[config.mk]
export PLATFORM = sky130hd
export DESIGN_NAME = control_out
export DESIGN_NICKNAME = d
export VERILOG_FILES = /design/src/rtl/vip_ctrl_pkg.sv /design/src/rtl/control_nibble_pack.sv /design/src/rtl/control_out.sv
export SDC_FILE = /design/constraint.sdc
export NUM_CORES = 1
export LEC_CHECK = 0
export BUFFER_PORTS_ARGS = -buffer_cell sky130_fd_sc_hd__buf_2
export CELL_PAD_IN_SITES_DETAIL_PLACEMENT = 1
export CELL_PAD_IN_SITES_GLOBAL_PLACEMENT = 2
export CORE_MARGIN = 2
export CORE_UTILIZATION = 31
export DETAILED_ROUTE_END_ITERATION = 8
export PLACE_DENSITY = 0.93
export SKIP_LAST_GASP = 1
export SYNTH_ARGS = -nofsm -noshare
export SYNTH_HDL_FRONTEND = slang
export SYNTH_SLANG_ARGS = --single-unit
[constraint.sdc]
create_clock -name clk -period 3.86 [get_ports clk]
set_clock_uncertainty 0.2 [all_clocks]
set_input_delay 0.193 -clock clk [delete_from_list [all_inputs] [get_ports clk]]
set_output_delay 0.193 -clock clk [all_outputs]
set_load 0.005 [all_outputs]
[src/rtl/vip_ctrl_pkg.sv]
// vip_ctrl_pkg: shared constants, beat-count helpers and FSM state type for the control packet sender
// Contents: CTRL_PKT_TYPE header code, per-BITWIDTH payload beat counts (32/24/8 -> 3/3/9),
//           nibble slots per beat, and the state_e enum.
package vip_ctrl_pkg;
  localparam logic [3:0] CTRL_PKT_TYPE = 4'hF;
  localparam int BEATS_32 = 3;
  localparam int BEATS_24 = 3;
  localparam int BEATS_8 = 9;
  typedef enum logic [1:0] {ST_IDLE, ST_HEADER, ST_PAYLOAD} state_e;
  function automatic int payload_beats(input int bw);
    return bw == 8 ? BEATS_8 : bw == 24 ? BEATS_24 : BEATS_32;
  endfunction
  function automatic int nibble_slots(input int bw);
    return bw == 8 ? 1 : bw == 24 ? 3 : 4;
  endfunction
endpackage

[src/rtl/control_nibble_pack.sv]
// control_nibble_pack: maps a payload beat index and captured fields to one beat of packet data
// Ports: idx (payload beat index), width/height/interlace (captured fields), data (beat payload).
// The fields form a 9-nibble stream W[15:12]..H[3:0],I; each beat carries the next SLOTS nibbles,
// slot s landing in data[8s+3:8s]. Every other bit is zero.
module control_nibble_pack
  import vip_ctrl_pkg::*;
#(
  parameter int BITWIDTH = 32
) (
  input  logic [3:0]          idx,
  input  logic [15:0]         width,
  input  logic [15:0]         height,
  input  logic [3:0]          interlace,
  output logic [BITWIDTH-1:0] data
);
  localparam int SLOTS = nibble_slots(BITWIDTH);
  logic [35:0] stream;
  assign stream = {width, height, interlace};
  always_comb begin
    data = '0;
    for (int s = 0; s < SLOTS; s++) begin
      if (int'(idx) * SLOTS + s < 9) data[8*s +: 4] = stream[35 - 4*(int'(idx) * SLOTS + s) -: 4];
    end
  end
endmodule

[src/rtl/control_out.sv]
// control_out: sends one control packet (optional header + W/H/I nibble payload) per accepted request
// Ports: clk, rst (sync active-high); width/height/interlace + in_valid/in_ready request side;
//        source_data/valid/ready/sop/eop packet stream; busy while a packet is in flight.
// Build option: define CONTROL_OUT_HEADER_EN to prepend a header beat carrying CTRL_PKT_TYPE.
module control_out
  import vip_ctrl_pkg::*;
#(
  parameter int BITWIDTH = 32
) (
  input  logic                clk,
  input  logic                rst,
  input  logic [15:0]         width,
  input  logic [15:0]         height,
  input  logic [3:0]          interlace,
  input  logic                in_valid,
  output logic                in_ready,
  output logic [BITWIDTH-1:0] source_data,
  output logic                source_valid,
  input  logic                source_ready,
  output logic                source_sop,
  output logic                source_eop,
  output logic                busy
);
  if (!(BITWIDTH == 8 || BITWIDTH == 24 || BITWIDTH == 32)) begin : g_bad_width
    $error("control_out: BITWIDTH must be 8, 24 or 32");
  end
`ifdef CONTROL_OUT_HEADER_EN
  localparam int HDR = 1;
`else
  localparam int HDR = 0;
`endif
  localparam logic [3:0] LAST = 4'(payload_beats(BITWIDTH) + HDR - 1);
  state_e state_q, state_d;
  logic [3:0] beat_q, beat_d;
  logic [15:0] w_q, w_d, h_q, h_d;
  logic [3:0] i_q, i_d;
  logic [BITWIDTH-1:0] pack_data;
  logic take;
  assign in_ready = !rst && state_q == ST_IDLE;
  assign busy = state_q != ST_IDLE;
  assign source_valid = busy;
  assign source_sop = busy && beat_q == 4'd0;
  assign source_eop = busy && beat_q == LAST;
  assign take = source_valid && source_ready;
  // payload index skips the header beat when one is present
  control_nibble_pack #(.BITWIDTH(BITWIDTH)) u_pack (
    .idx      (beat_q - 4'(HDR)),
    .width    (w_q),
    .height   (h_q),
    .interlace(i_q),
    .data     (pack_data)
  );
  assign source_data = state_q == ST_HEADER ? BITWIDTH'(CTRL_PKT_TYPE) :
                       state_q == ST_PAYLOAD ? pack_data : '0;
  always_comb begin
    state_d = state_q;
    beat_d = beat_q;
    w_d = w_q;
    h_d = h_q;
    i_d = i_q;
    if (in_valid && in_ready) begin
      state_d = HDR != 0 ? ST_HEADER : ST_PAYLOAD;
      beat_d = '0;
      w_d = width;
      h_d = height;
      i_d = interlace;
    end else if (take) begin
      state_d = beat_q == LAST ? ST_IDLE : ST_PAYLOAD;
      beat_d = beat_q == LAST ? 4'd0 : beat_q + 4'd1;
    end
  end
  always_ff @(posedge clk) begin
    if (rst) begin
      state_q <= ST_IDLE;
      beat_q <= '0;
      w_q <= '0;
      h_q <= '0;
      i_q <= '0;
    end else begin
      state_q <= state_d;
      beat_q <= beat_d;
      w_q <= w_d;
      h_q <= h_d;
      i_q <= i_d;
    end
  end
endmodule

==> run_results.csv, run 1 <==
group,metric,value,unit
critical_path,regToRegSetupSlack,1.81,ns
timing,period_minus_slack,2.73,ns
detailed_routing,drtPass1Iterations,4,
critical_path,arrival,2.34,ns
critical_path,slowest_delay,0.49,ns
placed_design,portBuffers,60,
power_and_ir_drop,irDropWorstVdd,0.000215,V
final_layout,num_antenna_cells,0,
logic_synthesis,synth_ff_type,"dfxtp_1",
critical_path,worst_setup_path_end_kind,"primary output",
detailed_routing,m1WireLength,2.36,mm
logic_synthesis,synth_edf_count,0,
detailed_routing,drt_iter0_drc,57,
detailed_routing,dr_wl_met3,179,um
global_route,grt_pass1_vias,1837,
critical_path,endpoint,"source_data[24]",
final_layout,fill_cells,729,
critical_path,path_class,"reg -> out",
final_layout,drive_above_1_share,0.265,
logic_synthesis,synthDistinctLibCells,35,
placed_design,place_congestion,0.750,
logic_synthesis,ys_warn_count,0,
final_layout,nets,330,
floorplanning,coreArea,6240,um^2
logic_synthesis,seq_area_frac_synth,0.418,
logic_synthesis,syn_inst,191,
floorplanning,start_util,0.315,
placed_design,hpwl,3.30,mm
critical_path,startpoint_type,"flop",
final_layout,final_common_cell,"buf_2",
logic_synthesis,async_flop_share,0,
global_route,grt_usage,0.152,
final_layout,final_cell_mix,"buf_2, dfxtp_1, dlygate4sd3_1, a22o_1",
critical_path,r2r-start,"state_q[1]$_SDFFE_PP0P_",
timing,worst_pin_slew,0.968,ns
job,maxCapViolCount,0,
global_route,antenna_found_initial,0,
logic_synthesis,synth_area_per_cell,10.3,um^2
critical_path,cp.depth,7,
detailed_routing,dr_wl_met2,2.65,mm
power_and_ir_drop,power_density,358,nW/um^2
timing,setup-violations-final,0,
critical_path,reg2reg_depth,3,
final_layout,multiInputGateArea,946,um^2
detailed_routing,viasPerCell,4.74,
detailed_routing,finalWirelength,5.23,mm
critical_path,cp_num_buf_inv,2,
clocking,cts-htree-levels,2,
power_and_ir_drop,p_leak,0.00118,uW
timing,fin_ws,1.13,ns
clocking,worstSkewPairLatency,0.29,ns
critical_path,crit_fanout,8,
critical_path,path_cells,"inv_1 -> ha_1 -> ha_1 -> nor4b_2 -> nand2_1 -> nor2_1 -> buf_2",
critical_path,required,3.47,ns
clocking,path_clk_slew,0.08,ns
clocking,cts_setup_buffers,0,
floorplanning,die_y,83.6,um
worst_hold_path,hp-class,"in -> reg",
clocking,cts.sinks,41,
logic_synthesis,synth-seq-cells,41,
final_layout,area_delta_synth_final,36.5,%
critical_path,cp_top_family,"simple AND/OR/NAND/NOR gates",
floorplanning,ios,77,
clocking,numCtsBuffers,5,
clocking,cts_tree,"built",
timing,hold_viol,0,
global_route,grt_pass1_wl,8.67,mm
detailed_routing,vias,1708,
global_route,grt_max_degree,37,
timing,max-slew-margin-rel,0.353,
timing,fin_setup_tns,0,ns
detailed_routing,top_layer,"met4",
logic_synthesis,synth_area,1970,um^2
timing,min_period_over_period,0.707,
timing,fmax,366,MHz
detailed_routing,drcViolationCount,0,
detailed_routing,wl_per_cell,14.5,um
status,status,"completed",
worst_hold_path,min_from,"source_ready",
critical_path,cpMostUsedCell,"ha_1",
timing,drv_slew,0,
clocking,cts_root_buffer,"clkbuf_8",
critical_path,slowest_stage,"dfxtp_1",
floorplanning,design.die.area,6990,um^2
final_layout,seqCellArea,821,um^2
critical_path,r2r-end,"h_q[13]$_SDFFE_PP0P_",
global_route,gr-total-overflow,0,
detailed_routing,ant_nets,0,
clocking,clk_path_buf_depth,2,
placed_design,dp_slack,1.42,ns
timing,rsz0062_at_grt,"false",
floorplanning,dieWidth,83.6,um
critical_path,startpoint,"beat_q[1]$_SDFFE_PP0P_",
floorplanning,rows,29,
-- repair_timing --
| action | 4_1_cts | 5_1_grt |
|---|---|---|
| hold buffers | 37 | 0 |
| endpoints found under the hold margin | 37 | 0 |
| resized for setup | 0 | 0 |
-- tightest hold or removal path, delay by kind of cell --
kind	cells	cell delay, ns
AOI/OAI and AO/OA	1	0.06
buffers and inverters	1	0.13
and+or+nand+nor	1	0.09
-- metrics by stage --
stage / total power (uW) / cells / instance area, um^2 / hold slack [ns] / util
floorplan: 553 / 206 / 2020 / 0.0654 / -
global route: 1000 / 360 / 2680 / 0.0230 / 0.430
CTS: 974 / 360 / 2680 / 0.0183 / 0.430
detailed placement: 579 / 315 / 2190 / 0.214 / 0.351
global placement: 576 / 315 / 2190 / 0.209 / 0.351
finish: 962 / 360 / 2680 / 0.0219 / 0.430
-- routing by layer --
metal,track usage,vias up
li1,-,836
met1,0.179,822
met2,0.281,46
met3,0.0326,4
met4,0.0381,0
met5,0,-
-- registers in the layout, indices dropped and copies added, names as in the netlist --
register,count
h_q,16
w_q,16
beat_q,4
i_q,4
state_q,1
-- cells in the mapped netlist, drive strengths merged, types with 5 or more instances --
cell	number	area share
buf	28	0.12
dfxtp	41	0.42
nor2	15	0.030
ha	8	0.051
mux2i	16	0.081
inv	5	0.0095
a21oi	5	0.018
a22o	36	0.16
nand2	7	0.015
nand3	5	0.013
and2	5	0.017
o21ai	5	0.013
-- cell families (layout without fill, tap and decap cells) --
family / after synthesis / count (layout) / synth area share
adder cells (fa/ha/maj): 8 / 8 / 0.0509
buffers and inverters: 35 / 112 / 0.130
multiplexers: 16 / 16 / 0.0815
other: 1 / 16 / 0.00191
AND/OR/NAND/NOR: 38 / 38 / 0.0993
AO/OA/AOI/OAI: 52 / 52 / 0.219
flip-flops: 41 / 41 / 0.418
-- area by class of cell --
type | instances | area share
clock buffer | 6 | 0.0308
multi-input combinational | 130 | 0.352
inverter | 6 | 0.00839
clock inverter | 2 | 0.0140
timing repair buffer | 98 | 0.253
sequential | 41 | 0.306
tap | 77 | 0.0359
-- report_power, final --
part,leakage (uW),switching (uW),internal (uW)
Clock,0.0000574,153,210
Sequential,0.000336,16.0,447
Combinational,0.000786,60.1,76.0
-- worst min path at each step --
| stage | end | slack (ns) | cells after the start |
|---|---|---|---|
| floorplan | state_q[1]$_SDFFE_PP0P_ | 0.07 | 1 |
| global placement | w_q[4]$_SDFFE_PP0P_ | 0.21 | 2 |
| detailed placement | i_q[1]$_SDFFE_PP0P_ | 0.21 | 2 |
| CTS | beat_q[0]$_SDFFE_PP0P_ | 0.02 | 3 |
| global route | beat_q[0]$_SDFFE_PP0P_ | 0.02 | 3 |
| finish | beat_q[0]$_SDFFE_PP0P_ | 0.02 | 3 |
Power figures use the tool's default switching activity.
==> run 2: changes to the inputs <==
- CORE_UTILIZATION: 31 -> 26
- PLACE_DENSITY: 0.93 -> 0.84
- clock period: 3.86 -> 2.2 ns (I/O delays scaled with it)
==> run_results.csv, run 2 (synthesis gave the netlist of run 1 again) <==
group,metric,value,unit
global_route,antenna_found_initial,0,
floorplanning,dieWidth,91.0,um
clocking,cts_root_buffer,"clkbuf_8",
global_route,grt_util_met2,0.250,
detailed_routing,drcViolationCount,0,
clocking,cts.sinks,41,
status,status,"completed",
power_and_ir_drop,irDropWorstVdd,0.000239,V
critical_path,startpoint_type,"flop",
final_layout,reg_top3,"h_q (16), w_q (16)",
placed_design,hpwl,3.48,mm
global_route,met3_usage,0.0373,
timing,min_period_over_period,0.976,
global_route,gr-total-overflow,0,
global_route,busiest_layer,"met2",
final_layout,area_delta_synth_final,46.1,%
floorplanning,ios,77,
placed_design,place_congestion,0.773,
power_and_ir_drop,power_density,591,nW/um^2
final_layout,design_area,2870,um^2
floorplanning,rows,31,
global_route,grt_pass1_vias,1843,
floorplanning,coreArea,7290,um^2
critical_path,worst_setup_path_end_kind,"primary output",
clocking,clk_path_buf_depth,2,
floorplanning,design.die.area,8270,um^2
detailed_routing,viasPerCell,4.41,
job,maxCapViolCount,0,
clocking,cts_tree,"built",
global_route,grt_usage,0.138,
final_layout,drive_above_1_share,0.336,
final_layout,num_antenna_cells,0,
global_route,grtUsageMet1,0.160,
detailed_routing,finalWirelength,5.46,mm
critical_path,arrival,1.84,ns
floorplanning,start_util,0.270,
global_route,grt_max_degree,37,
clocking,cts-htree-levels,2,
clocking,path_clk_slew,0.08,ns
clocking,numCtsBuffers,5,
critical_path,required,1.89,ns
final_layout,nets,339,
detailed_routing,drtPass1Iterations,4,
timing,setup-violations-final,0,
timing,period_minus_slack,2.15,ns
power_and_ir_drop,total_power,1700,uW
global_route,grt_pass1_wl,9.25,mm
timing,drv_slew,0,
detailed_routing,vias,1724,
detailed_routing,drt_iter0_drc,36,
power_and_ir_drop,p_leak,0.00123,uW
worst_hold_path,hp-class,"reg -> reg",
placed_design,dpl_cell_area,2250,um^2
final_layout,final_common_cell,"buf_2",
detailed_routing,ant_nets,0,
timing,rsz0062_at_grt,"true",
placed_design,portBuffers,60,
final_layout,final_cell_mix,"buf_2, dlygate4sd3_1, dfxtp_1, a22o_1",
timing,fin_setup_tns,0,ns
floorplanning,die_y,91.0,um
timing,hold_viol,0,
timing,fmax,466,MHz
detailed_routing,wl_per_cell,14.0,um
critical_path,crit_fanout,8,
critical_path,path_class,"reg -> out",
clocking,worstSkewPairLatency,0.29,ns
## run 2: cell count changes in the layout (fill, tap and decap cells not counted), moves of 3 or more
cell     before  now
nor2_1       14    7
ha_1          8    5
nor2_2        1    7
buf_4         1    8
ha_4          0    3
dfxtp_1      41   38
dfxtp_2       0    3
## run 2: what timing repair did
action                     in CTS  in global routing
setup endpoints to repair      16                 16
buffers inserted                0                  3
pin swaps                       3                 10
gates resized for setup         8                 16
hold buffers                   39                  0
hold endpoints to repair       39                  0
## run 2: final cells by class
class,instances,area [um^2]
timing repair buffer,107,757
fill,850,4420
sequential,41,825
inverter,6,25.0
multi-input combinational,130,1020
tap,99,124
clock buffer,7,86.3
clock inverter,1,30.0
## run 2: path summary, 6_finish.rpt
check | slack (ns) | endpoint | start | cells past startpoint
setup / recovery | 0.05 | source_data[25] | beat_q[2]$_SDFFE_PP0P_ | 7
hold / removal | 0.28 | h_q[9]$_SDFFE_PP0P_ | h_q[9]$_SDFFE_PP0P_ | 1
setup reg to reg | 0.46 | beat_q[2]$_SDFFE_PP0P_ | beat_q[0]$_SDFFE_PP0P_ | 5
hold reg to reg | 0.28 | h_q[9]$_SDFFE_PP0P_ | h_q[9]$_SDFFE_PP0P_ | 1
## run 2: layer usage
layer  up-vias  share of wire
met5         -              0
met4         0          0.011
met3         5          0.049
met2        47           0.52
met1       818           0.42
li1        854              -
## run 2: worst max-delay path, cell delays in order (launching register included)
cell	delay (ns)
dfxtp_2	0.34
inv_2	0.06
ha_4	0.16
ha_4	0.21
nor4b_4	0.33
nand2_4	0.19
nor2_1	0.13
buf_2	0.11
## run 2: report_power, final
| group | switching (uW) | total [uW] | internal [uW] |
|---|---|---|---|
| clock | 258 | 628 | 370 |
| sequential | 24.4 | 808 | 784 |
| combinational | 116 | 261 | 145 |
| total | 398 | 1700 | 1300 |
## run 2: per-stage QoR
stage | utilization | hold slack (ns) | std cells | setup slack, ns
floorplan | - | -0.0176 | 206 | 0.183
global placement | 0.309 | 0.126 | 341 | 0.162
detailed placement | 0.309 | 0.133 | 341 | 0.0887
CTS | 0.383 | 0.284 | 388 | 0.0229
global route | 0.394 | 0.298 | 391 | -0.0532
finish | 0.394 | 0.279 | 391 | 0.0518
